[src/rtl/axi_rd_pkg.sv]
// Shared types, AXI attribute constants and elaboration helpers for the
// outstanding-limited AXI read master.
package axi_rd_pkg;

   typedef enum logic [1:0] {
      IDLE  = 2'd0,
      CALC  = 2'd1,
      ADDR  = 2'd2,
      DRAIN = 2'd3
   } state_t;

   localparam logic [1:0] BURST_INCR    = 2'b01;
   localparam logic [3:0] CACHE_DEFAULT = 4'b0011;
   localparam logic       LOCK_NORMAL   = 1'b0;
   localparam logic [2:0] PROT_DEFAULT  = 3'b000;
   localparam logic [3:0] QOS_DEFAULT   = 4'b0000;
   localparam int         PAGE_BYTES    = 4096;

   // Ceiling log2; clog2(1) is 0 so single-entry widths stay sane.
   function automatic int clog2(input int value);
      int r;
      int v;
      r = 0;
      v = value - 1;
      while (v > 0) begin
         r = r + 1;
         v = v >> 1;
      end
      return r;
   endfunction

   function automatic logic [2:0] ar_size(input int data_w);
      return 3'(clog2(data_w / 8));
   endfunction

endpackage

[src/rtl/axi_rd_burst_calc.sv]
// Registered burst sizing: the largest burst that fits the remaining length,
// the BURST_MAX alignment window and the current 4 KB page.
module axi_rd_burst_calc
   import axi_rd_pkg::*;
#(
   parameter int ADDR_W    = 32,
   parameter int DATA_W    = 128,
   parameter int BURST_MAX = 256
) (
   input  logic              clk,
   input  logic              rst_n,
   input  logic              load,
   input  logic [ADDR_W-1:0] addr,
   input  logic [ADDR_W-1:0] remaining,
   output logic [ADDR_W-1:0] burst
);

   localparam int SHIFT      = clog2(DATA_W / 8);
   localparam int PAGE_BEATS = PAGE_BYTES / (DATA_W / 8);

   logic [ADDR_W-1:0] beat_addr;
   logic [ADDR_W-1:0] to_max;
   logic [ADDR_W-1:0] to_page;
   logic [ADDR_W-1:0] limit;

   // Both windows are powers of two, so the modulo is a simple mask.
   always_comb begin
      beat_addr = addr >> SHIFT;
      to_max    = ADDR_W'(BURST_MAX) - (beat_addr & ADDR_W'(BURST_MAX - 1));
      to_page   = ADDR_W'(PAGE_BEATS) - (beat_addr & ADDR_W'(PAGE_BEATS - 1));
      limit     = (to_max < to_page) ? to_max : to_page;
   end

   always_ff @(posedge clk or negedge rst_n) begin
      if (!rst_n) begin
         burst <= '0;
      end else if (load) begin
         burst <= (remaining < limit) ? remaining : limit;
      end
   end

endmodule

[src/rtl/axi_read_ot.sv]
// AXI4 read master: splits a beat-count command into 4 KB-safe INCR bursts,
// keeps at most MAX_OT bursts in flight and streams read data out in order.
module axi_read_ot
   import axi_rd_pkg::*;
#(
   parameter int ADDR_W    = 32,
   parameter int DATA_W    = 128,
   parameter int ID_W      = 4,
   parameter int LEN_W     = 8,
   parameter int BURST_MAX = 256,
   parameter int MAX_OT    = 4,
   parameter int ID        = 0
) (
   input  logic              sys_clk,
   input  logic              sys_rst_n,

   input  logic              cmd_valid,
   output logic              cmd_ready,
   input  logic [ADDR_W-1:0] cmd_addr,
   input  logic [ADDR_W-1:0] cmd_len,
   output logic              cmd_done,
   output logic              cmd_err,

   output logic              axis_valid,
   input  logic              axis_ready,
   output logic              axis_last,
   output logic [DATA_W-1:0] axis_data,

   output logic [ID_W-1:0]   m_axi_arid,
   output logic [ADDR_W-1:0] m_axi_araddr,
   output logic [LEN_W-1:0]  m_axi_arlen,
   output logic [2:0]        m_axi_arsize,
   output logic [1:0]        m_axi_arburst,
   output logic              m_axi_arlock,
   output logic [3:0]        m_axi_arcache,
   output logic [2:0]        m_axi_arprot,
   output logic [3:0]        m_axi_arqos,
   output logic              m_axi_arvalid,
   input  logic              m_axi_arready,

   input  logic [ID_W-1:0]   m_axi_rid,
   input  logic [DATA_W-1:0] m_axi_rdata,
   input  logic [1:0]        m_axi_rresp,
   input  logic              m_axi_rlast,
   input  logic              m_axi_rvalid,
   output logic              m_axi_rready
);

   localparam int                BYTES     = DATA_W / 8;
   localparam int                SHIFT     = clog2(BYTES);
   localparam int                OT_W      = clog2(MAX_OT + 1);
   localparam logic [ADDR_W-1:0] BEAT_MASK = ADDR_W'(BYTES - 1);

   state_t            state;
   logic [ADDR_W-1:0] addr_q;
   logic [ADDR_W-1:0] remaining;
   logic [ADDR_W-1:0] len_q;
   logic [ADDR_W-1:0] beat_cnt;
   logic [ADDR_W-1:0] burst;
   logic [OT_W-1:0]   ot_cnt;
   logic              accept;
   logic              ar_hs;
   logic              r_hs;
   logic              last_hs;
   logic              ot_room;
   logic              unused_ok;

   assign cmd_ready = (state == IDLE);
   assign accept    = cmd_valid && cmd_ready;
   assign ar_hs     = m_axi_arvalid && m_axi_arready;
   assign r_hs      = m_axi_rvalid && axis_ready;
   assign last_hs   = r_hs && axis_last;
   assign ot_room   = (ot_cnt < OT_W'(MAX_OT));

   // Data is passed through untouched; only the command framing is added.
   assign m_axi_rready = axis_ready;
   assign axis_valid   = m_axi_rvalid;
   assign axis_data    = m_axi_rdata;
   assign axis_last    = (beat_cnt == len_q - ADDR_W'(1));

   assign m_axi_arid    = ID_W'(ID);
   assign m_axi_arsize  = ar_size(DATA_W);
   assign m_axi_arburst = BURST_INCR;
   assign m_axi_arlock  = LOCK_NORMAL;
   assign m_axi_arcache = CACHE_DEFAULT;
   assign m_axi_arprot  = PROT_DEFAULT;
   assign m_axi_arqos   = QOS_DEFAULT;

   assign unused_ok = ^m_axi_rid;

   axi_rd_burst_calc #(
      .ADDR_W    (ADDR_W),
      .DATA_W    (DATA_W),
      .BURST_MAX (BURST_MAX)
   ) u_burst_calc (
      .clk       (sys_clk),
      .rst_n     (sys_rst_n),
      .load      (state == CALC),
      .addr      (addr_q),
      .remaining (remaining),
      .burst     (burst)
   );

   // arvalid is only raised once there is room, so the in-flight count can
   // never overshoot while the request waits for arready.
   always_ff @(posedge sys_clk or negedge sys_rst_n) begin
      if (!sys_rst_n) begin
         state         <= IDLE;
         addr_q        <= '0;
         remaining     <= '0;
         len_q         <= '0;
         m_axi_arvalid <= 1'b0;
         m_axi_araddr  <= '0;
         m_axi_arlen   <= '0;
         cmd_done      <= 1'b0;
      end else begin
         cmd_done <= 1'b0;
         case (state)
            IDLE: begin
               if (cmd_valid) begin
                  addr_q    <= cmd_addr & ~BEAT_MASK;
                  remaining <= cmd_len;
                  len_q     <= cmd_len;
                  state     <= CALC;
               end
            end
            CALC: begin
               state <= (remaining == '0) ? DRAIN : ADDR;
            end
            ADDR: begin
               if (!m_axi_arvalid) begin
                  if (ot_room) begin
                     m_axi_arvalid <= 1'b1;
                     m_axi_araddr  <= addr_q;
                     m_axi_arlen   <= LEN_W'(burst - ADDR_W'(1));
                  end
               end else if (m_axi_arready) begin
                  m_axi_arvalid <= 1'b0;
                  addr_q        <= addr_q + (burst << SHIFT);
                  remaining     <= remaining - burst;
                  state         <= (remaining == burst) ? DRAIN : CALC;
               end
            end
            DRAIN: begin
               if ((len_q == '0) || last_hs) begin
                  cmd_done <= 1'b1;
                  state    <= IDLE;
               end
            end
            default: state <= IDLE;
         endcase
      end
   end

   always_ff @(posedge sys_clk or negedge sys_rst_n) begin
      if (!sys_rst_n) begin
         beat_cnt <= '0;
      end else if (accept) begin
         beat_cnt <= '0;
      end else if (r_hs) begin
         beat_cnt <= beat_cnt + ADDR_W'(1);
      end
   end

   always_ff @(posedge sys_clk or negedge sys_rst_n) begin
      if (!sys_rst_n) begin
         cmd_err <= 1'b0;
      end else if (accept) begin
         cmd_err <= 1'b0;
      end else if (r_hs && (m_axi_rresp != 2'b00)) begin
         cmd_err <= 1'b1;
      end
   end

   // A burst retires on its rlast beat; issue and retire together cancel out.
   always_ff @(posedge sys_clk or negedge sys_rst_n) begin
      if (!sys_rst_n) begin
         ot_cnt <= '0;
      end else begin
         case ({ar_hs, r_hs && m_axi_rlast})
            2'b10:   ot_cnt <= ot_cnt + OT_W'(1);
            2'b01:   if (ot_cnt != '0) ot_cnt <= ot_cnt - OT_W'(1);
            default: ot_cnt <= ot_cnt;
         endcase
      end
   end

endmodule

[config.mk]
export PLATFORM = sky130hd
export DESIGN_NAME = axi_read_ot
export DESIGN_NICKNAME = d
export VERILOG_FILES = /design/src/rtl/axi_rd_pkg.sv /design/src/rtl/axi_rd_burst_calc.sv /design/src/rtl/axi_read_ot.sv
export SDC_FILE = /design/constraint.sdc
export NUM_CORES = 1
export LEC_CHECK = 0
export ABC_CLOCK_PERIOD_IN_PS = 3100
export CORE_MARGIN = 2
export CORE_UTILIZATION = 44
export CTS_BUF_LIST = sky130_fd_sc_hd__clkbuf_16
export DETAILED_ROUTE_END_ITERATION = 16
export HOLD_SLACK_MARGIN = 0.12
export PLACE_DENSITY = 0.78
export REMOVE_ABC_BUFFERS = 1
export SLEW_MARGIN = 40
export SYNTH_ARGS = -nofsm -noshare
export SYNTH_HDL_FRONTEND = slang
export SYNTH_SLANG_ARGS = --single-unit
export TNS_END_PERCENT = 100
[constraint.sdc]
create_clock -name sys_clk -period 3.1 [get_ports sys_clk]
set_input_delay 0.62 -clock sys_clk [delete_from_list [all_inputs] [get_ports sys_clk]]
set_output_delay 0.62 -clock sys_clk [all_outputs]
set_load 0.05 [all_outputs]
==> impl_metrics.py, run 1 <==
metrics = {
    "cts": {
        "htree_num_levels": 4,
        "clock_path_buffers": 2,
        "cts_tree": "done",
        "cts_sinks": 200,
        "clock_latency_ns": 0.45,
        "cts_inserted_buffers": 17,
        "root_buffer": "clkbuf_16",
        "path_clk_slew_ns": 0.08,
        "ctsHoldBuffers": 0,
    },
    "routing": {
        "drt_drc_violations_left": 0,
        "first_pass_iters": 5,
        "routed_via_density": 5.70,
        "wirelength_um": 58900,
        "wire_per_inst_um": 27.3,
        "ant_nets": 0,
        "vias": 12300,
        "drtIter0Drc": 1081,
    },
    "die": {
        "die_h_um": 183,
        "chipWidth_um": 183,
        "rows": 65,
        "core_area_sq_mm": 0.0316,
        "io_pins": 401,
        "start_util_pct": 44.6,
        "die_area_sq_mm": 0.0335,
    },
    "placement": {
        "port_buffers": 111,
        "gp_congestion": 0.976,
        "hpwl_um": 49000,
        "dpl-instance-area_sq_mm": 0.0153,
        "dpl_worst_slack_ns": -0.188,
    },
    "layout": {
        "fin_util_pct": 50.9,
        "drive_gt1_share_pct": 12.2,
        "stdcell_area_sq_mm": 0.0161,
        "area_growth_pct": 13.9,
        "nets": 2021,
        "antenna_cells": 0,
    },
    "sta": {
        "max_slew_margin_pct": 49.0,
        "setup_viol": 1,
        "whs_ns": 0.172,
        "fin_skew_ns": 0.0140,
        "finalCritPeriodShare_pct": 118,
        "slew_violations": 0,
        "rsz0062_at_grt": "yes",
        "worst_pin_slew_ns": 0.765,
        "final_hold_viol_count": 0,
        "max_freq_ghz": 0.273,
        "layout_setup_ws_ns": -0.567,
        "layout_min_cycle_time_ns": 3.67,
    },
    "yosys": {
        "synth_top_area_share_pct": 35.5,
        "yosys_register_bits": 200,
        "avgSynthCellArea_sq_um": 8.36,
        "synth_area_sq_mm": 0.0141,
        "synth_edf_count": 0,
        "synth_top_family_by_area": "simple AND/OR/NAND/NOR gates",
        "yosysTopAreaCell": "dfrtp_1",
        "synth.area.top_cells": "dfrtp_1 36%, buf_4 8.4%, nand2_1 7.4%",
        "postSynthCellCount": 1685,
        "ys_warn_count": 0,
        "yosysSeqAreaShare_pct": 35.5,
        "async_reset_ff_share_pct": 100,
        "synthMuxAreaShare_pct": 0.986,
        "synthAdderAreaFrac_pct": 6.64,
        "synth-main-ff-cell": "dfrtp_1",
        "synth_common_cells": "279 x nand2_1, 200 x dfrtp_1, 158 x buf_4",
        "yosys.area_share.xor_xnor_pct": 7.65,
        "synth_cell_types": 80,
        "synth_simple_gate_area_share_pct": 22.3,
        "synth_compound_area_share_pct": 15.0,
        "yosysMostFrequentCell": "nand2_1",
    },
    "power": {
        "vdd_ir_drop_max_v": 0.000551,
        "power_leakage_nw": 7.35,
        "p_per_area_mw_per_mm2": 1050,
        "power_mw": 16.9,
    },
    "critical_path": {
        "crit_path_start_kind": "flip-flop",
        "crit_chain": "inv_2 -> ha_4 -> or4b_4 -> nor4_4 -> buf_4 -> nand4_2 -> buf_4 -> nor3_2 -> xnor2_1 -> nor4_2 -> o2111a_2 -> buf_12",
        "crit_required_ns": 2.48,
        "slowest_delay_ns": 0.51,
        "crit_path_end_kind": "output port",
        "crit_type": "reg -> out",
        "reg2reg_depth": 14,
        "worst-path-max-fanout": 5,
        "cp_common_cell": "buf_4",
        "worst_path_max_delay_cell": "or4b_4",
        "arrival_ns": 3.05,
    },
    "global_routing": {
        "grt_remaining_overflow": 0,
        "grt_pass1_vias": 12000,
        "grt_pass1_wl_um": 84600,
        "antenna_found_initial": 0,
        "grt_max_degree": 72,
        "grt_util_all_layers_pct": 35.6,
    },
    "job": {
        "maxCapViolCount": 0,
    },
    "min_path": {
        "hold_class": "in -> async",
    },
    "status": {
        "violations": "setup timing",
        "outcome": "finished, violations left",
    },
}
==> registers in the layout, summed over array words and instances (netlist names) <==
register,count
remaining,32
m_axi_arlen,8
beat_cnt,32
addr_q,28
len_q,32
u_burst_calc.burst,32
m_axi_araddr,28
ot_cnt,3
cmd_done,1
cmd_err,1
m_axi_arvalid,1
state,2
==> cell families after synthesis <==
logic type	Yosys count
compound gates	334
other cells	2
mux	13
fa+ha+maj	73
flops	200
buf+inv	280
xor+xnor	123
simple gates	660
==> metrics by stage <==
step           instances  setup TNS, ns
2_1_floorplan       1490        -100.31
3_3_place_gp        2119         -0.238
3_5_place_dp        2119         -0.247
4_1_cts             2156         -0.553
5_1_grt             2158         -0.739
6_report            2158         -0.567
==> final timing paths <==
kind / from / end / slack (ns)
worst max-delay path: len_q[0] / axis_last / -0.57
worst min-delay path: sys_rst_n / beat_cnt[29] / 0.17
worst max register to register: len_q[0] / cmd_done / 0.07
worst min register to register: m_axi_araddr[6] / m_axi_araddr[6] / 0.48
max in group asynchronous: sys_rst_n / u_burst_calc.burst[0] / 2.15
min in group sys_clk: m_axi_araddr[6] / m_axi_araddr[6] / 0.48
==> layout by cell type (no fill, tap or decap), drive strengths merged, types with 18 or more instances in the layout <==
cell / synthesis / layout
a21o: 25 / 25
clkdlybuf4s50: 0 / 109
a21oi: 92 / 92
xnor2: 73 / 73
nand3: 40 / 40
buf: 168 / 124
inv: 62 / 70
nand2: 279 / 279
dfrtp: 200 / 200
clkbuf: 50 / 18
and3: 18 / 18
nor3: 47 / 47
nand4: 22 / 22
xor2: 50 / 50
and2: 32 / 32
a31oi: 27 / 27
o21ai: 87 / 87
nor4: 18 / 18
nor2: 128 / 128
conb: 2 / 25
ha: 70 / 70
==> power breakdown <==
group | internal, mW | leakage, nW | switching, mW | total [mW]
clock network | 1.04 | 0.274 | 1.08 | 2.13
logic | 4.35 | 4.54 | 5.94 | 10.3
registers | 3.55 | 2.53 | 0.925 | 4.47
==> layer usage <==
layer	global-route usage, %	vias up	routed length, um	share of wire [%]
met4	16.1	8	2930	5.0
met2	53.3	693	24900	42
met5	10.4	-	479	0.81
li1	-	5757	-	-
met1	33.2	5760	18600	32
met3	31.6	84	12000	20
==> critical path, delay by kind of cell (launching register included) <==
kind            cells  cell delay, ns
compound gates      1            0.29
flops               1            0.40
xor+xnor            1            0.09
buf+inv             4            0.57
fa+ha+maj           1            0.13
simple gates        5            1.10
==> final cells by class <==
cell class / instances / area, sq um
clock inverter: 15 / 119
clock buffer: 17 / 425
multi-input combinational: 1228 / 7650
tap: 402 / 503
timing repair buffer: 234 / 2110
fill: 2929 / 15500
sequential: 200 / 5010
inverter: 62 / 233
==> timing repair <==
item	CTS	global route
gates resized for setup	7	23
buffers inserted	5	2
pin swaps	7	8
setup endpoints to repair	2	20
No activity file was read; power rests on OpenSTA's default activity.
==> run 2, diff against run 1 <==
CORE_ASPECT_RATIO = 2   (was not set)
SLEW_MARGIN = not set   (was 40)
==> impl_metrics.py, run 2 (synthesis results as in run 1) <==
metrics = {
    "power": {
        "vdd_ir_drop_max_v": 0.000813,
        "pwr-share-comb_pct": 61.3,
        "power_frac_seq_pct": 25.4,
        "power_leakage_nw": 7.45,
        "p_per_area_mw_per_mm2": 1080,
        "power_frac_clock_pct": 13.2,
        "p_int_mw": 9.34,
        "power_switching_mw": 8.21,
        "swShare_pct": 46.8,
    },
    "critical_path": {
        "slowest_delay_ns": 0.54,
        "arrival_ns": 3.12,
        "cp_top_family": "simple AND/OR/NAND/NOR gates",
        "crit_type": "reg -> out",
        "crit_required_ns": 2.48,
        "worst_path_max_delay_cell": "or4_4",
        "critPathBufInv": 1,
        "crit_path_start_kind": "flip-flop",
        "crit_chain": "or4_4 -> nor3_1 -> and4_1 -> or4b_1 -> a21oi_1 -> o2111a_2 -> buf_12",
        "crit_path_end_kind": "output port",
        "worst-path-max-fanout": 2,
    },
    "sta": {
        "slew_violations": 0,
        "worst_pin_slew_ns": 0.756,
        "max_slew_margin_pct": 49.2,
        "whs_ns": 0.107,
        "layout_min_cycle_time_ns": 3.74,
        "fin_skew_ns": 0.0144,
        "final_hold_viol_count": 0,
        "setup_viol": 1,
        "layout_setup_ws_ns": -0.641,
        "finalCritPeriodShare_pct": 121,
        "max_freq_ghz": 0.267,
        "rsz0062_at_grt": "yes",
    },
    "routing": {
        "wirelength_um": 68900,
        "first_pass_iters": 5,
        "routed_via_density": 5.72,
        "wire_per_inst_um": 31.4,
        "ant_nets": 0,
        "vias": 12600,
        "drtIter0Drc": 930,
        "drt_drc_violations_left": 0,
    },
    "cts": {
        "ctsHoldBuffers": 0,
        "cts_sinks": 200,
        "path_clk_slew_ns": 0.07,
        "clock_path_buffers": 2,
        "htree_num_levels": 4,
        "cts_tree": "done",
        "root_buffer": "clkbuf_16",
        "clock_latency_ns": 0.47,
        "cts_inserted_buffers": 17,
    },
    "placement": {
        "gp_congestion": 1.09,
        "dp_cells": 2164,
        "port_buffers": 111,
        "dpl-instance-area_sq_mm": 0.0155,
        "hpwl_um": 55500,
        "dpl_worst_slack_ns": -0.219,
    },
    "die": {
        "start_util_pct": 44.7,
        "io_pins": 401,
        "die_area_sq_mm": 0.0335,
        "chipWidth_um": 131,
        "core_area_sq_mm": 0.0315,
        "die_h_um": 257,
        "rows": 92,
    },
    "layout": {
        "final_common_cell": "nand2_1",
        "fin_util_pct": 51.6,
        "nets": 2043,
        "stdcell_area_sq_mm": 0.0163,
        "antenna_cells": 0,
        "register_area_sq_mm": 0.00500,
        "final_cell_mix": "279 x nand2_1, 200 x dfrtp_1, 138 x buf_4",
        "fin_cells": 2198,
        "drive_gt1_share_pct": 13.0,
        "fillers": 3047,
        "area_growth_pct": 15.6,
        "multi_input_area_sq_mm": 0.00765,
    },
    "min_path": {
        "hold_class": "in -> async",
    },
    "global_routing": {
        "grt_max_degree": 90,
        "grt_pass1_vias": 12500,
        "antenna_found_initial": 0,
        "grt_pass1_wl_um": 94100,
        "grt_util_all_layers_pct": 41.3,
        "grt_remaining_overflow": 0,
    },
    "job": {
        "maxCapViolCount": 0,
    },
    "status": {
        "outcome": "finished, violations left",
        "violations": "setup timing",
    },
}
## run 2: cell types whose count changed in the layout (fill, tap and decap cells not counted), sizes merged
| cell | delta |
|---|---|
| clkinv | -3 |
| bufinv | +3 |
| clkinvlp | +1 |
| inv | -4 |
| buf | +22 |
## run 2: area by class of cell
type                    instances  share of cell area (%)
clock inverters                12                   0.938
inverters                      62                    1.43
repair buffers                256                    14.0
multi-input cells            1228                    47.0
flip-flops and latches        200                    30.7
well taps                     423                    3.25
clock buffers                  17                    2.61
## run 2: routing by layer
metal / GRT usage, % / up-vias / share of wire [%]
met1: 28.6 / 5834 / 24
met3: 34.0 / 255 / 19
met2: 61.0 / 690 / 43
met5: 6.04 / - / 0.26
li1: - / 5783 / -
met4: 46.1 / 4 / 15
## run 2: power groups by stage
stage               clock network (mW)  registers, mW  logic (mW)
global placement                     0           4.41        10.2
floorplan                            0           5.16        5.86
global route                      2.43           4.57        11.7
finish                            2.32           4.46        10.8
CTS                               2.34           4.43        10.6
detailed placement                   0           4.45        10.4
## run 2: worst paths after layout
check / start / to / slack [ns] / cells past startpoint
max reg2reg: len_q[21] / state[0] / 0.09 / 9
min in group sys_clk: m_axi_araddr[21] / m_axi_araddr[21] / 0.49 / 2
min: sys_rst_n / beat_cnt[26] / 0.11 / 1
min reg2reg: m_axi_araddr[21] / m_axi_araddr[21] / 0.49 / 2
max: len_q[21] / axis_last / -0.64 / 7
max in group asynchronous: sys_rst_n / m_axi_araddr[12] / 2.21 / 2
## run 2: timing repair
item / CTS / global route
pin swaps: 9 / 6
gates resized for setup: 13 / 20
endpoints found under the setup margin: 6 / 19
setup buffers: 2 / 3
hold endpoints to repair: 0 / 0
## run 2: stage by stage
| step | TNS (ns) | power, mW |
|---|---|---|
| 2_1_floorplan | -100.31 | 11.0 |
| 3_3_place_gp | -0.287 | 14.6 |
| 3_5_place_dp | -0.443 | 14.9 |
| 4_1_cts | -0.606 | 17.3 |
| 5_1_grt | -0.827 | 18.7 |
| 6_report | -0.641 | 17.5 |
